===== src/rtl/pmipsl_pkg.sv =====
// Shared definitions for the fetch stage: PC control encodings, default sizes
// and the opcode field position within an instruction word.
package pmipsl_pkg;

    localparam int DEFAULT_ADDR_W    = 16;
    localparam int DEFAULT_RAS_DEPTH = 4;

    localparam int OPCODE_HI = 15;
    localparam int OPCODE_LO = 12;

    typedef enum logic [1:0] {
        PC_STALL    = 2'd0,
        PC_INC      = 2'd1,
        PC_CONDLOAD = 2'd2,
        PC_RSVD     = 2'd3
    } pc_ctrl_e;

endpackage


===== src/rtl/return_stack.sv =====
// Circular return-address stack; a push when full overwrites the oldest entry
// so the most recent DEPTH return addresses are always kept.
module return_stack #(
    parameter int DEPTH = 4,
    parameter int W     = 16,
    localparam int CW   = $clog2(DEPTH + 1),
    localparam int PW   = (DEPTH > 1) ? $clog2(DEPTH) : 1
) (
    input  logic          clock,
    input  logic          reset,
    input  logic          push,
    input  logic          pop,
    input  logic [W-1:0]  push_data,
    output logic [W-1:0]  top_data,
    output logic [CW-1:0] count,
    output logic          empty
);

    logic [W-1:0]  mem [DEPTH];
    logic [PW-1:0] sp;
    logic [PW-1:0] sp_inc;
    logic [PW-1:0] sp_dec;
    logic          full;

    // sp is the next write slot; when full it also points at the oldest entry
    assign sp_inc   = (sp == PW'(DEPTH - 1)) ? '0 : sp + PW'(1);
    assign sp_dec   = (sp == '0) ? PW'(DEPTH - 1) : sp - PW'(1);
    assign full     = (count == CW'(DEPTH));
    assign empty    = (count == '0);
    assign top_data = mem[sp_dec];

    always_ff @(posedge clock or negedge reset) begin
        if (!reset) begin
            sp    <= '0;
            count <= '0;
        end else if (push) begin
            sp <= sp_inc;
            if (!full) begin
                count <= count + CW'(1);
            end
        end else if (pop && !empty) begin
            sp    <= sp_dec;
            count <= count - CW'(1);
        end
    end

    always_ff @(posedge clock) begin
        if (push) begin
            mem[sp] <= push_data;
        end
    end

endmodule


===== src/rtl/pc_fetch_unit.sv =====
// Instruction fetch stage: program counter, next-PC selection among increment,
// return, jump and branch targets, the IF/ID register and the return stack.
module pc_fetch_unit #(
    parameter int ADDR_W    = pmipsl_pkg::DEFAULT_ADDR_W,
    parameter int RAS_DEPTH = pmipsl_pkg::DEFAULT_RAS_DEPTH
) (
    input  logic              clock,
    input  logic              reset,
    input  logic [1:0]        PCControl,
    input  logic              JumpTaken,
    input  logic              LinkPush,
    input  logic              RetTaken,
    input  logic [ADDR_W-1:0] JumpAddr,
    input  logic              BranchTaken,
    input  logic [ADDR_W-1:0] BranchAddr,
    input  logic [ADDR_W-1:0] Instr,
    output logic [ADDR_W-1:0] PC,
    output logic [ADDR_W-1:0] IFID_Instr,
    output logic [ADDR_W-1:0] IFID_PCPlus2,
    output logic [2:0]        RASCount,
    output logic              RASErr
);
    import pmipsl_pkg::*;

    localparam int CW = $clog2(RAS_DEPTH + 1);

    logic [ADDR_W-1:0] pc_plus2;
    logic [ADDR_W-1:0] pc_next;
    logic              ifid_load;
    logic              ras_push;
    logic              ras_pop;
    logic              err_set;
    logic [ADDR_W-1:0] ras_top;
    logic [CW-1:0]     ras_count;
    logic              ras_empty;

    assign pc_plus2 = PC + ADDR_W'(2);
    assign RASCount = 3'(ras_count);

    // Return beats jump beats branch; link and return flags only act under CondLoad
    always_comb begin
        pc_next   = PC;
        ifid_load = 1'b0;
        ras_push  = 1'b0;
        ras_pop   = 1'b0;
        err_set   = 1'b0;
        case (PCControl)
            PC_INC: begin
                pc_next   = pc_plus2;
                ifid_load = 1'b1;
            end
            PC_CONDLOAD: begin
                if (RetTaken) begin
                    if (ras_empty) begin
                        err_set = 1'b1;
                    end else begin
                        pc_next = ras_top;
                        ras_pop = 1'b1;
                    end
                end else if (JumpTaken) begin
                    pc_next  = {JumpAddr[ADDR_W-1:1], 1'b0};
                    ras_push = LinkPush;
                end else if (BranchTaken) begin
                    pc_next = {BranchAddr[ADDR_W-1:1], 1'b0};
                end
            end
            default: ;
        endcase
    end

    always_ff @(posedge clock or negedge reset) begin
        if (!reset) begin
            PC           <= '0;
            IFID_Instr   <= '0;
            IFID_PCPlus2 <= '0;
            RASErr       <= 1'b0;
        end else begin
            PC <= pc_next;
            if (ifid_load) begin
                IFID_Instr   <= Instr;
                IFID_PCPlus2 <= pc_plus2;
            end
            if (err_set) begin
                RASErr <= 1'b1;
            end
        end
    end

    // A jal's PC register already holds its own PC+2, which is the return address
    return_stack #(
        .DEPTH (RAS_DEPTH),
        .W     (ADDR_W)
    ) u_ras (
        .clock     (clock),
        .reset     (reset),
        .push      (ras_push),
        .pop       (ras_pop),
        .push_data (PC),
        .top_data  (ras_top),
        .count     (ras_count),
        .empty     (ras_empty)
    );

endmodule

===== config.mk =====
export PLATFORM = sky130hd
export DESIGN_NAME = pc_fetch_unit
export DESIGN_NICKNAME = d
export VERILOG_FILES = /design/src/rtl/pmipsl_pkg.sv /design/src/rtl/return_stack.sv /design/src/rtl/pc_fetch_unit.sv
export SDC_FILE = /design/constraint.sdc
export NUM_CORES = 1
export LEC_CHECK = 0
export ABC_AREA = 1
export BUFFER_PORTS_ARGS = -buffer_cell sky130_fd_sc_hd__buf_2
export CORE_MARGIN = 10
export CORE_UTILIZATION = 39
export DETAILED_ROUTE_END_ITERATION = 8
export SYNTH_ARGS = -nofsm -noshare
export SYNTH_HDL_FRONTEND = slang
export SYNTH_SLANG_ARGS = --single-unit

===== constraint.sdc =====
create_clock -name clock -period 5.1 [get_ports clock]
set_input_delay 0.255 -clock clock [delete_from_list [all_inputs] [get_ports clock]]
set_output_delay 0.255 -clock clock [all_outputs]
set_load 0.02 [all_outputs]

==> qor.tcl, run 1 <==
set qor(syn_inst) 639
set qor(fmaxAchievable_mhz) 350.6
set qor(clk_pin_slew_ns) 0.06
set qor(rsz_0062_raised_after_global_routing) {false}
set qor(dp.final_hpwl_mm) 10.89
set qor(routed_wl_mm) 15.68
set qor(mappedNetlistArea_um2) 5634
set qor(post_synthesis_area_per_instance_um2) 8.817
set qor(gp_congestion) 0.8798
set qor(vdd_ir_drop_max_v) 0.0002332
set qor(final_util_pct) 49.02
set qor(synth_top_cells_by_area) {sky130_fd_sc_hd__edfxtp_1 (34%), sky130_fd_sc_hd__dfrtp_1 (24%), sky130_fd_sc_hd__nand2_1 (16%)}
set qor(synth_async_sr_flop_share_pct) 45.76
set qor(gr-usage-all-layers_pct) 16.09
set qor(die_height_um) 140.2
set qor(final_antenna_net_count) 0
set qor(cts_made_buffers) 17
set qor(port_buffers) 105
set qor(fp.dieArea_um2) 19650
set qor(power_leakage_nw) 3.316
set qor(postCtsSetupRepairBufs) 0
set qor(hold_violations) 0
set qor(start_util_pct) 40.12
set qor(nNetsFinal) 806
set qor(post_synthesis_mux_area_share_pct) 0.1777
set qor(setup_tns_ns) 0
set qor(floorplan.io_pins) 108
set qor(via_count) 4564
set qor(multiInputGateArea_um2) 2002
set qor(grt_max_degree) 55
set qor(drt-wirelength-per-cell_um) 16.74
set qor(final_design_area_excluding_fillers_um2) 6883
set qor(criticalPathCategory) {flop to flop}
set qor(number_of_warnings_printed_during_yosys_synthesis) 0
set qor(synth-compound-area-share_pct) 5.752
set qor(detail_route.first_pass.iterations) 5
set qor(placed_area_um2) 6285
set qor(antenna_found_initial) 0
set qor(synthXorXnorAreaFrac_pct) 0.7773
set qor(viasPerCell) 4.871
set qor(path_cells) {inv_2, ha_1, clkinv_1, a21oi_1, o21ai_0, nand2_1, nand2_1, nand2_1, nand2_1, nand2_1}
set qor(die-width_um) 140.2
set qor(synth-seq-cells) 118
set qor(ctsLongestPathBuffers) 2
set qor(post_route_cells_drive_above_1_share_pct) 22.59
set qor(synthesis_to_layout_area_growth_pct) 22.16
set qor(drt_first_iter_violations) 390
set qor(vias_in_the_first_global_route) 4685
set qor(clock_skew_ns) 0.01140
set qor(crit_required_ns) 5.46
set qor(path_max_fanout) 18
set qor(hold_path_class) {primary input to flop}
set qor(root_cell_of_the_clock_tree) {sky130_fd_sc_hd__clkbuf_16}
set qor(number_of_distinct_library_cells_after_synthesis) 33
set qor(synth_top_family_by_area) {simple AND/OR/NAND/NOR gates}
set qor(synth_flop_cell) {sky130_fd_sc_hd__edfxtp_1}
set qor(core_box_area_um2) 14040
set qor(rows) 43
set qor(status) {complete, no violations}
set qor(crit_path_frequent_cell) {sky130_fd_sc_hd__nand2_1}
set qor(critical_path_buf_inv_count) 2
set qor(period_share_pct) 55.93
set qor(ctsHtreeMaxLevel) 4
set qor(critPathCaptureType) {flop}
set qor(worst_max_slew_margin_expressed_relative_to_the_limit_pct) 33.97
set qor(gr_ovfl_total) 0
set qor(worst_skew_pair.late_latency_ns) 0.42
set qor(post_synth_and_or_nand_nor_area_fraction_pct) 27.32
set qor(remaining_drc_errors) 0
set qor(cellPowerDensity_nw_per_um2) 547.7
set qor(worst-slew-pin-transition_ns) 0.9893
set qor(synth-edff-count) 64
set qor(cap_violations) 0
set qor(seqCellArea_um2) 3273
set qor(crit_family) {buffers and inverters}
set qor(mappedNetlistNets) 701
set qor(cp.arrival_ns) 3.21
set qor(synth_seq_area_share_pct) 58.09
set qor(critical-path-slowest-cell) {sky130_fd_sc_hd__ha_1}
set qor(worstSetupStartpointType) {flop}
set qor(final_number_of_max_transition_violations) 0
set qor(crit_path_max_incr_delay_ns) 0.75
set qor(final-setup-viol-count) 0
set qor(synth_top_area_share_pct) 34.11
set qor(tritoncts) {built}
set qor(synth_largest_area_cell) {sky130_fd_sc_hd__edfxtp_1}
set qor(first_pass_grt_wire_length_mm) 25.25
set qor(clock_sinks) 118
set qor(post_synth_fa_ha_maj_area_fraction_pct) 1.332
set qor(post-route-min-period_ns) 2.852
set qor(antennaDiodeCount) 0
set qor(filler_cell_count) 1317
==> per-layer routing <==
layer	up-vias	track usage (%)	share of wire [%]
li1	2272	-	-
met1	2131	19.83	44
met2	139	25.15	46
met3	22	6.153	7.7
met4	0	5.598	2.0
met5	-	0	0
==> power breakdown <==
part           switching, W  internal [W]  leakage (nW)
sequential         0.000195       0.00119          1.22
combinational      0.000826      0.000371          1.79
clock              0.000432      0.000758         0.301
total               0.00145       0.00232          3.32
==> flip-flops by register name, indices dropped and copies added, names as in the netlist <==
signal / count
IFID_Instr: 16
u_ras.count: 3
u_ras.sp: 2
PC: 16
RASErr: 1
IFID_PCPlus2: 16
u_ras.mem: 64
==> path summary, 6_finish.rpt <==
kind	from	to	slack, ns	cells past startpoint
worst max-delay path	u_ras.sp[0]$_DFFE_PN0P_	PC[1]$_DFFE_PN0P_	2.25	10
worst min-delay path	Instr[2]	IFID_Instr[2]$_DFFE_PN0N_	0.03	3
worst max register to register	u_ras.sp[0]$_DFFE_PN0P_	PC[1]$_DFFE_PN0P_	2.25	10
worst min register to register	RASErr$_DFFE_PN0P_	RASErr$_DFFE_PN0P_	0.47	2
max in group asynchronous	reset	IFID_PCPlus2[6]$_DFFE_PN0N_	4.10	3
min in group asynchronous	reset	IFID_Instr[3]$_DFFE_PN0N_	0.51	3
==> final cells by class <==
class	count	area share, %
Sequential cell	118	47.56
Clock buffer	20	6.799
Clock inverter	12	1.745
Timing Repair Buffer	109	8.108
Inverter	63	3.436
Tap cell	180	3.272
Multi-Input combinational cell	435	29.09
==> Yosys cell counts, types with 5 or more instances <==
master,number
sky130_fd_sc_hd__nand3_1,40
sky130_fd_sc_hd__o21ai_1,6
sky130_fd_sc_hd__inv_2,8
sky130_fd_sc_hd__nand2_2,5
sky130_fd_sc_hd__a21oi_1,12
sky130_fd_sc_hd__ha_1,6
sky130_fd_sc_hd__inv_1,54
sky130_fd_sc_hd__o21ai_0,24
sky130_fd_sc_hd__o211ai_1,8
sky130_fd_sc_hd__edfxtp_1,64
sky130_fd_sc_hd__nor2_4,6
sky130_fd_sc_hd__nor2_1,57
sky130_fd_sc_hd__dfrtp_1,54
sky130_fd_sc_hd__buf_2,13
sky130_fd_sc_hd__nand2_1,242
sky130_fd_sc_hd__nand4_1,5
==> placed cells by master, fill, tap and decap left out, types with 2 or more instances in the layout <==
cell type	count
sky130_fd_sc_hd__nor2_2	5
sky130_fd_sc_hd__or2_2	4
sky130_fd_sc_hd__nand4_1	5
sky130_fd_sc_hd__nand2_1	242
sky130_fd_sc_hd__nand2_2	5
sky130_fd_sc_hd__inv_1	54
sky130_fd_sc_hd__nand3_1	40
sky130_fd_sc_hd__buf_2	105
sky130_fd_sc_hd__xnor2_1	2
sky130_fd_sc_hd__a21boi_1	2
sky130_fd_sc_hd__bufinv_16	2
sky130_fd_sc_hd__nand3_2	2
sky130_fd_sc_hd__a21oi_1	12
sky130_fd_sc_hd__inv_4	5
sky130_fd_sc_hd__ha_1	6
sky130_fd_sc_hd__buf_4	3
sky130_fd_sc_hd__clkinv_2	4
sky130_fd_sc_hd__nor2_4	6
sky130_fd_sc_hd__a31oi_1	2
sky130_fd_sc_hd__clkbuf_16	18
sky130_fd_sc_hd__edfxtp_1	64
sky130_fd_sc_hd__xor2_1	3
sky130_fd_sc_hd__o21ai_0	24
sky130_fd_sc_hd__nor2_1	53
sky130_fd_sc_hd__o21ai_1	6
sky130_fd_sc_hd__o211ai_1	8
sky130_fd_sc_hd__dfrtp_1	54
sky130_fd_sc_hd__inv_2	8
sky130_fd_sc_hd__o22ai_1	3
==> tightest hold or removal path, stage by stage <==
cell and delay [ns]:
sky130_fd_sc_hd__buf_2 0.07, sky130_fd_sc_hd__nand2_1 0.04, sky130_fd_sc_hd__nand2_1 0.04
==> through the flow <==
step / cells / total power (W) / hold slack, ns / setup slack (ns)
after floorplan: 639 / 0.002175 / -0.04059 / 3.180
after global placement: 904 / 0.002571 / 0.4393 / 2.261
after detailed placement: 904 / 0.002602 / 0.4456 / 2.220
after CTS: 937 / 0.003796 / 0.01730 / 2.229
after global routing: 937 / 0.004011 / 0.03193 / 1.900
final: 937 / 0.003769 / 0.02848 / 2.248
==> cell families (layout without fill, tap and decap cells) <==
| kind of cell | count (synthesis) | count (layout) |
|---|---|---|
| fa+ha+maj | 6 | 6 |
| xor+xnor | 5 | 5 |
| simple gates | 365 | 365 |
| compound gates | 58 | 58 |
| flops | 118 | 118 |
| mux | 1 | 1 |
| buf+inv | 86 | 204 |
==> timing repair <==
item,in CTS,in global routing
resized for setup,0,0
hold buffers,1,0
hold endpoints to repair,9,0
(Power assumes the default switching activity.)
==> run 2: changes to the inputs <==
Clock period 5.1 ns to 2.8 ns, I/O delays scaled along.
==> run 2 against run 1 <==
- flip-flop and latch count stayed put
- sequential share of layout area is 1.8 points lower
- first-iteration DRC count is 18% lower
- setup slack worse by 1.5 ns
- register-to-register slack worse by 1.5 ns
- total power is 86% higher
- sequential power is 83% higher
==> qor.tcl, run 2 (synthesized netlist as in run 1, its figures left out) <==
set qor(synthesis_to_layout_area_growth_pct) 27.03
set qor(status) {complete, no violations}
set qor(pwr-share-seq_pct) 36.0 ;# -0.7 points
set qor(postCtsSetupRepairBufs) 0 ;# unchanged
set qor(antennaDiodeCount) 0 ;# unchanged
set qor(die_height_um) 140.2 ;# unchanged
set qor(routed_wl_mm) 16.04 ;# +2.2%
set qor(crit_path_max_incr_delay_ns) 0.46 ;# -0.29 ns
set qor(final_common_cell) {sky130_fd_sc_hd__nand2_1}
set qor(final_number_of_max_transition_violations) 0 ;# unchanged
set qor(ctsLongestPathBuffers) 2 ;# unchanged
set qor(fp.dieArea_um2) 19650 ;# unchanged
set qor(port_buffers) 105 ;# unchanged
set qor(hp-start) {BranchAddr[4]}
set qor(global_route.peak_usage_layer) {met2}
set qor(clock_sinks) 118 ;# unchanged
set qor(die-width_um) 140.2 ;# unchanged
set qor(cellPowerDensity_nw_per_um2) 978.7 ;# +79%
set qor(dp.final_hpwl_mm) 11.28 ;# +3.6%
set qor(clk_pin_slew_ns) 0.05 ;# about the same
set qor(grt_max_degree) 37 ;# -33%
set qor(critPathCaptureType) {flop}
set qor(drt_first_iter_violations) 319 ;# -18%
set qor(floorplan.io_pins) 108 ;# unchanged
set qor(worst-slew-pin-transition_ns) 0.7468 ;# -0.2425 ns
set qor(rows) 43 ;# unchanged
set qor(crit_path_frequent_cell) {sky130_fd_sc_hd__nand2_1}
set qor(fmaxAchievable_mhz) 482.2 ;# +38%
set qor(cp.arrival_ns) 2.42 ;# -0.79 ns
set qor(clock_skew_ns) 0.008560 ;# -0.002841 ns
set qor(setup_tns_ns) 0 ;# unchanged
set qor(core_box_area_um2) 14040 ;# unchanged
set qor(total_switching_power_w) 0.002643 ;# +82%
set qor(ctsHtreeMaxLevel) 4 ;# unchanged
set qor(vias_in_the_first_global_route) 4833 ;# +3.2%
set qor(place_inst) 914 ;# +1.1%
set qor(max_flop_register) {u_ras.mem}
set qor(crit_required_ns) 3.14 ;# -2.32 ns
set qor(post-route-min-period_ns) 2.074 ;# -0.7787 ns
set qor(via_count) 4732 ;# +3.7%
set qor(intPower_w) 0.004362 ;# +88%
set qor(final_antenna_net_count) 0 ;# unchanged
set qor(hold_violations) 0 ;# unchanged
set qor(critical-path-slowest-cell) {sky130_fd_sc_hd__dfrtp_1}
set qor(power_leakage_nw) 3.450 ;# +4.0%
set qor(rsz_0062_raised_after_global_routing) {false}
set qor(comb_power_share_pct) 32.2 ;# +0.4 points
set qor(root_cell_of_the_clock_tree) {sky130_fd_sc_hd__clkbuf_16}
set qor(nNetsFinal) 832 ;# +3.2%
set qor(tritoncts) {built}
set qor(path_cells) {inv_2, ha_1, inv_1, nand2_1, buf_12, nand2_1, nand2_1, o21ai_1, nand2_1, nand2_1, nor2_1, nor2_1}
set qor(gr_ovfl_total) 0 ;# unchanged
set qor(gr-usage-all-layers_pct) 16.36 ;# +0.27 points
set qor(period_share_pct) 74.06 ;# +18 points
set qor(hold_path_class) {primary input to flop}
set qor(vdd_ir_drop_max_v) 0.0004891 ;# +110%
set qor(final-setup-viol-count) 0 ;# unchanged
set qor(post_route_cells_drive_above_1_share_pct) 22.61 ;# about the same
set qor(first_pass_grt_wire_length_mm) 25.58 ;# +1.3%
set qor(antenna_found_initial) 0 ;# unchanged
set qor(drt-wirelength-per-cell_um) 16.65 ;# -0.52%
set qor(detail_route.first_pass.iterations) 5 ;# unchanged
set qor(gr-usage-met2_pct) 26.53 ;# +1.4 points
set qor(layout_common_cells) {sky130_fd_sc_hd__nand2_1 (242), sky130_fd_sc_hd__buf_2 (105), sky130_fd_sc_hd__edfxtp_1 (64)}
set qor(remaining_drc_errors) 0 ;# unchanged
set qor(cap_violations) 0 ;# unchanged
set qor(cts_made_buffers) 17 ;# unchanged
set qor(gp_congestion) 0.8872 ;# +0.84%
set qor(start_util_pct) 40.12 ;# unchanged
set qor(grt_use_met3_pct) 5.713 ;# -0.44 points
set qor(largest_register_ffs) 64 ;# unchanged
set qor(grt_met1_usage_pct) 19.79 ;# -0.041 points
set qor(non_filler_instance_count_after_layout) 963 ;# +2.8%
set qor(power.share.switching_pct) 37.73 ;# -0.79 points
set qor(worst_max_slew_margin_expressed_relative_to_the_limit_pct) 50.21 ;# +16 points
set qor(path_max_fanout) 32 ;# +14
set qor(crit-reg2reg-launch) {u_ras.sp[0]$_DFFE_PN0P_}
set qor(clock_power_share_pct) 31.8 ;# +0.2 points
set qor(worst_skew_pair.late_latency_ns) 0.41 ;# about the same
set qor(worstSetupStartpointType) {flop}
set qor(viasPerCell) 4.914 ;# +0.88%
set qor(critPathLaunch) {u_ras.sp[0]$_DFFE_PN0P_}
set qor(criticalPathCategory) {flop to flop}
[run 2: cell count changes in the layout (fill, tap and decap cells not counted), sizes merged]
cell         before  now
dlygate4sd3       1   17
buf             108  118
clkbuf           20   24
clkinv            6    4
inv              67   65
bufinv            2    1
clkinvlp          0    1
[run 2: routing by layer]
layer,wire length (um),vias to the layer above
met5,0,-
met4,216,0
met3,1172,15
met2,7749,140
met1,6897,2254
li1,-,2323
[run 2: final cells by class]
class	instances	area (um^2)
fill	1275	6885
sequential	118	3273
multi-input combinational	435	1992
timing repair buffer	135	805.8
clock buffer	24	545.5
inverter	63	236.5
tap	180	225.2
clock inverter	8	78.83
[run 2: what timing repair did]
action | in CTS | in global routing
resized for setup | 0 | 0
hold buffers | 17 | 0
endpoints found under the hold margin | 45 | 0
[run 2: critical path, delay by kind of cell (launching register included)]
kind / cells / cell delay, ns
fa+ha+maj: 1 / 0.25
simple gates: 7 / 0.60
flops: 1 / 0.46
buf+inv: 3 / 0.46
compound gates: 1 / 0.22
[run 2: power groups by stage]
stage / clock network (W) / logic (W) / registers, W
floorplan: 0 / 0.00128 / 0.00268
global placement: 0 / 0.00222 / 0.00252
detailed placement: 0 / 0.00226 / 0.00254
CTS: 0.00225 / 0.00229 / 0.00252
global route: 0.00234 / 0.00255 / 0.00257
finish: 0.00223 / 0.00226 / 0.00252
[run 2: stage by stage]
stage | total power, W | worst slack [ns] | area (um^2) | utilization [%] | hold slack [ns]
6_report | 0.007004 | 0.7264 | 7157 | 50.97 | 0.1501
5_1_grt | 0.007456 | 0.4998 | 7157 | 50.97 | 0.1703
4_1_cts | 0.007062 | 0.7463 | 7157 | 50.97 | 0.1352
3_5_place_dp | 0.004802 | 0.7025 | 6362 | 45.31 | 0.2462
3_3_place_gp | 0.004741 | 0.7164 | 6362 | 45.31 | 0.2416
2_1_floorplan | 0.003962 | 0.8804 | 5634 | - | -0.1556
[run 2: final timing paths]
check / endpoint / cells after the start / slack, ns
worst max register to register: PC[7]$_DFFE_PN0P_ / 12 / 0.73
worst min-delay path: PC[4]$_DFFE_PN0P_ / 5 / 0.15
min in group asynchronous: IFID_Instr[15]$_DFFE_PN0N_ / 2 / 0.32
worst min register to register: RASErr$_DFFE_PN0P_ / 2 / 0.47
worst max-delay path: PC[7]$_DFFE_PN0P_ / 12 / 0.73
max in group asynchronous: IFID_PCPlus2[0]$_DFFE_PN0N_ / 3 / 1.65
==> run 3: changes to the inputs <==
Settings changed: ABC_AREA 1 to 0.
Clock period 2.8 ns to 1.8 ns, I/O delays scaled along.
==> run 3 against run 2 <==
- the run now ends with setup timing left
- clock skew fell by 0.0018 ns
- final cell count decreased by 21%
- routed wire length down 11%
- first-iteration DRC count down 33%
- critical path type unchanged
- sequential power increased by 52%
- synthesized cell count decreased by 37%
- hold slack got worse by 0.092 ns
- non-clock buffer count up 41
- highest routed layer unchanged
- core utilization up 3.4 points
- setup slack got worse by 0.85 ns
- critical path depth decreased by 4
==> qor.tcl, run 3 <==
set qor(status) {finished, violations left}
set qor(failing_checks) {setup timing}
set qor(max_flop_register) {u_ras.mem}
set qor(floorplan.io_pins) 108 ;# unchanged
set qor(fp.dieArea_um2) 18950 ;# -3.6%
set qor(critPathCaptureType) {flop}
set qor(comb_power_share_pct) 37.7 ;# +5.5 points
set qor(post_route_cells_drive_above_1_share_pct) 41.34 ;# +19 points
set qor(antennaDiodeCount) 0 ;# unchanged
set qor(synthesis_to_layout_area_growth_pct) 35.02
set qor(port_buffers) 105 ;# unchanged
set qor(reg2reg_setup_slack_ns) -0.12 ;# -0.85 ns
set qor(final_antenna_net_count) 0 ;# unchanged
set qor(filler_cell_count) 1129 ;# -11%
set qor(remaining_drc_errors) 0 ;# unchanged
set qor(dominant_cell_by_count_in_the_synthesized_netlist) {sky130_fd_sc_hd__edfxtp_1}
set qor(worst_max_slew_margin_expressed_relative_to_the_limit_pct) 66.32 ;# +16 points
set qor(nNetsFinal) 633 ;# -24%
set qor(gp_congestion) 0.8319 ;# -6.2%
set qor(synth_largest_area_cell) {sky130_fd_sc_hd__edfxtp_1}
set qor(pwr-share-seq_pct) 33.7 ;# -2.3 points
set qor(clock_power_share_pct) 28.7 ;# -3.1 points
set qor(layout_common_cells) {sky130_fd_sc_hd__buf_2 (105), sky130_fd_sc_hd__edfxtp_1 (64), sky130_fd_sc_hd__dfrtp_1 (52)}
set qor(period_share_pct) 106.6 ;# +33 points
set qor(synth_flop_cell) {sky130_fd_sc_hd__edfxtp_1}
set qor(grt_max_degree) 55 ;# +49%
set qor(hold-path-cell-count) 3 ;# -2
set qor(die_height_um) 137.7 ;# -1.8%
set qor(core_box_area_um2) 13400 ;# -4.6%
set qor(synth-edff-count) 64 ;# unchanged
set qor(crit_required_ns) 2.09 ;# -1.05 ns
set qor(cap_violations) 0 ;# unchanged
set qor(final_number_of_max_transition_violations) 0 ;# unchanged
set qor(criticalPathCategory) {flop to flop}
set qor(clock_sinks) 118 ;# unchanged
set qor(intPower_w) 0.007587 ;# +74%
set qor(total_switching_power_w) 0.003797 ;# +44%
set qor(first_pass_grt_wire_length_mm) 22.16 ;# -13%
set qor(synth-seq-cells) 118 ;# unchanged
set qor(viasPerCell) 5.090 ;# +3.6%
set qor(synth_seq_area_share_pct) 60.63 ;# +2.5 points
set qor(largest_register_ffs) 64 ;# unchanged
set qor(ctsLongestPathBuffers) 2 ;# unchanged
set qor(gr_ovfl_total) 0 ;# unchanged
set qor(mappedNetlistNets) 465 ;# -34%
set qor(worstSetupStartpointType) {flop}
set qor(post_synthesis_area_per_instance_um2) 13.40 ;# +52%
set qor(power.share.switching_pct) 33.35 ;# -4.4 points
set qor(path_max_fanout) 5 ;# -84%
set qor(clock_skew_ns) 0.006757 ;# -0.001804 ns
set qor(syn_inst) 403 ;# -37%
set qor(vias_in_the_first_global_route) 4100 ;# -15%
set qor(synth_top_area_share_pct) 35.60 ;# +1.5 points
set qor(cellPowerDensity_nw_per_um2) 1562 ;# +60%
set qor(routed_wl_mm) 14.21 ;# -11%
set qor(hold_path_class) {primary input to flop}
set qor(cp.arrival_ns) 2.21 ;# -0.21 ns
set qor(synth_top_cells_by_area) {sky130_fd_sc_hd__edfxtp_1 (36%), sky130_fd_sc_hd__dfrtp_1 (25%), sky130_fd_sc_hd__mux2i_1 (4.8%)}
set qor(vdd_ir_drop_max_v) 0.0009305 ;# +90%
set qor(root_cell_of_the_clock_tree) {sky130_fd_sc_hd__clkbuf_16}
set qor(via_count) 3863 ;# -18%
set qor(fin_ws_ns) -0.1196 ;# -0.8460 ns
set qor(worst_skew_pair.late_latency_ns) 0.42 ;# about the same
set qor(final_common_cell) {sky130_fd_sc_hd__buf_2}
set qor(rsz_0062_raised_after_global_routing) {true}
set qor(mappedNetlistArea_um2) 5399 ;# -4.2%
set qor(number_of_distinct_library_cells_after_synthesis) 59 ;# +79%
set qor(tritoncts) {built}
set qor(setup_tns_ns) -0.9095 ;# -0.9095 ns
set qor(drt-wirelength-per-cell_um) 18.72 ;# +12%
set qor(fmaxAchievable_mhz) 520.9 ;# +8.0%
set qor(yosys-top-cells-count) {sky130_fd_sc_hd__edfxtp_1 (64), sky130_fd_sc_hd__dfrtp_1 (54), sky130_fd_sc_hd__nand2_1 (33)}
set qor(multiInputGateArea_um2) 2016 ;# +1.2%
set qor(rows) 42 ;# -2.3%
set qor(hold_violations) 0 ;# unchanged
set qor(drt_first_iter_violations) 215 ;# -33%
set qor(seqCellArea_um2) 3276 ;# about the same
set qor(die-width_um) 137.7 ;# -1.8%
set qor(clk_pin_slew_ns) 0.05 ;# about the same
set qor(total_power_w) 0.01138 ;# +63%
set qor(ctsHtreeMaxLevel) 4 ;# unchanged
set qor(gr-usage-all-layers_pct) 15.41 ;# -0.96 points
set qor(synth_async_sr_flop_share_pct) 45.76 ;# unchanged
set qor(worst-slew-pin-transition_ns) 0.5052 ;# -0.2416 ns
set qor(post-route-min-period_ns) 1.920 ;# -0.1540 ns
set qor(dp.final_hpwl_mm) 10.33 ;# -8.4%
set qor(number_of_warnings_printed_during_yosys_synthesis) 0 ;# unchanged
set qor(antenna_found_initial) 0 ;# unchanged
set qor(cts_made_buffers) 17 ;# unchanged
set qor(final-setup-viol-count) 14 ;# +14
set qor(start_util_pct) 40.29 ;# +0.17 points
set qor(detail_route.first_pass.iterations) 4 ;# -1
set qor(reg2regPathDepth) 8 ;# -4
set qor(power_leakage_nw) 3.002 ;# -13%
run 3: changes by cell type after synthesis, moves of 8 or more:
cell	delta
sky130_fd_sc_hd__mux2_2	+19
sky130_fd_sc_hd__nand2_1	-209
sky130_fd_sc_hd__mux4_1	+9
sky130_fd_sc_hd__nand3_1	-37
sky130_fd_sc_hd__a21oi_1	+10
sky130_fd_sc_hd__inv_2	-8
sky130_fd_sc_hd__nor2_1	-35
sky130_fd_sc_hd__mux2i_1	+25
sky130_fd_sc_hd__inv_1	-49
run 3: cell type report:
cell class / count / area share [%]
clock inverters: 12 / 1.871
clock buffers: 19 / 5.939
multi-input cells: 253 / 27.65
repair buffers: 176 / 16.32
flip-flops and latches: 118 / 44.94
inverters: 5 / 0.2575
well taps: 176 / 3.021
run 3: cell families (layout without fill, tap and decap cells):
kind of cell	after synthesis	in the layout	synth area share, %
AO/OA/AOI/OAI	87	87	9.965
XOR/XNOR	14	14	2.271
adder cells (fa/ha/maj)	6	6	1.390
buffers and inverters	32	212	3.337
flip-flops	118	118	60.63
multiplexers	56	56	14.00
AND/OR/NAND/NOR	90	90	8.413
run 3: path summary, 6_finish.rpt:
kind	start	end
hold reg to reg	RASErr$_DFFE_PN0P_	RASErr$_DFFE_PN0P_
max in group asynchronous	reset	PC[2]$_DFFE_PN0P_
setup / recovery	u_ras.sp[0]$_DFFE_PN0P_	PC[1]$_DFFE_PN0P_
hold / removal	PCControl[1]	PC[1]$_DFFE_PN0P_
min in group asynchronous	reset	PC[0]$_DFFE_PN0P_
setup reg to reg	u_ras.sp[0]$_DFFE_PN0P_	PC[1]$_DFFE_PN0P_
run 3: metrics by stage:
step / worst slack, ns / cells / cell area (um^2) / util, % / hold WS [ns]
6_report: -0.1196 / 759 / 7289 / 54.40 / 0.05779
5_1_grt: -0.1930 / 759 / 7289 / 54.40 / 0.06454
4_1_cts: -0.1034 / 757 / 7221 / 53.88 / 0.03443
3_5_place_dp: -0.1584 / 704 / 6426 / 47.96 / 0.1085
3_3_place_gp: -0.09821 / 704 / 6426 / 47.96 / 0.1061
2_1_floorplan: -0.04302 / 403 / 5424 / - / -0.2056
run 3: critical path, cell delays in order (launching register included):
cell and delay (ns):
sky130_fd_sc_hd__dfrtp_1 0.36, sky130_fd_sc_hd__inv_2 0.06, sky130_fd_sc_hd__ha_4 0.16, sky130_fd_sc_hd__nor2b_4 0.22, sky130_fd_sc_hd__buf_4 0.15, sky130_fd_sc_hd__buf_6 0.08
sky130_fd_sc_hd__mux4_2 0.49, sky130_fd_sc_hd__a211oi_2 0.20, sky130_fd_sc_hd__a311oi_1 0.06
run 3: power groups by stage:
stage / clock [W] / combinational [W] / sequential (W)
after floorplan: 0 / 0.00186 / 0.00447
after global placement: 0 / 0.00385 / 0.00385
after global routing: 0.00345 / 0.00466 / 0.00389
after CTS: 0.00332 / 0.00421 / 0.00383
final: 0.00326 / 0.00429 / 0.00384
after detailed placement: 0 / 0.00393 / 0.00388
run 3: timing repair:
| action | 4_1_cts | 5_1_grt |
|---|---|---|
| buffers inserted | 5 | 2 |
| gates cloned | 0 | 0 |
| hold endpoints to repair | 71 | 0 |
| setup endpoints to repair | 11 | 16 |
| hold buffers | 18 | 0 |
| resized for setup | 18 | 11 |
| pin swaps | 5 | 3 |
run 3: routing by layer:
| layer | wire [um] | vias up | track usage, % |
|---|---|---|---|
| li1 | - | 1848 | - |
| met1 | 5927 | 1897 | 18.56 |
| met2 | 7206 | 100 | 25.52 |
| met3 | 858 | 18 | 4.625 |
| met4 | 217 | 0 | 5.562 |
| met5 | 0 | - | 0 |
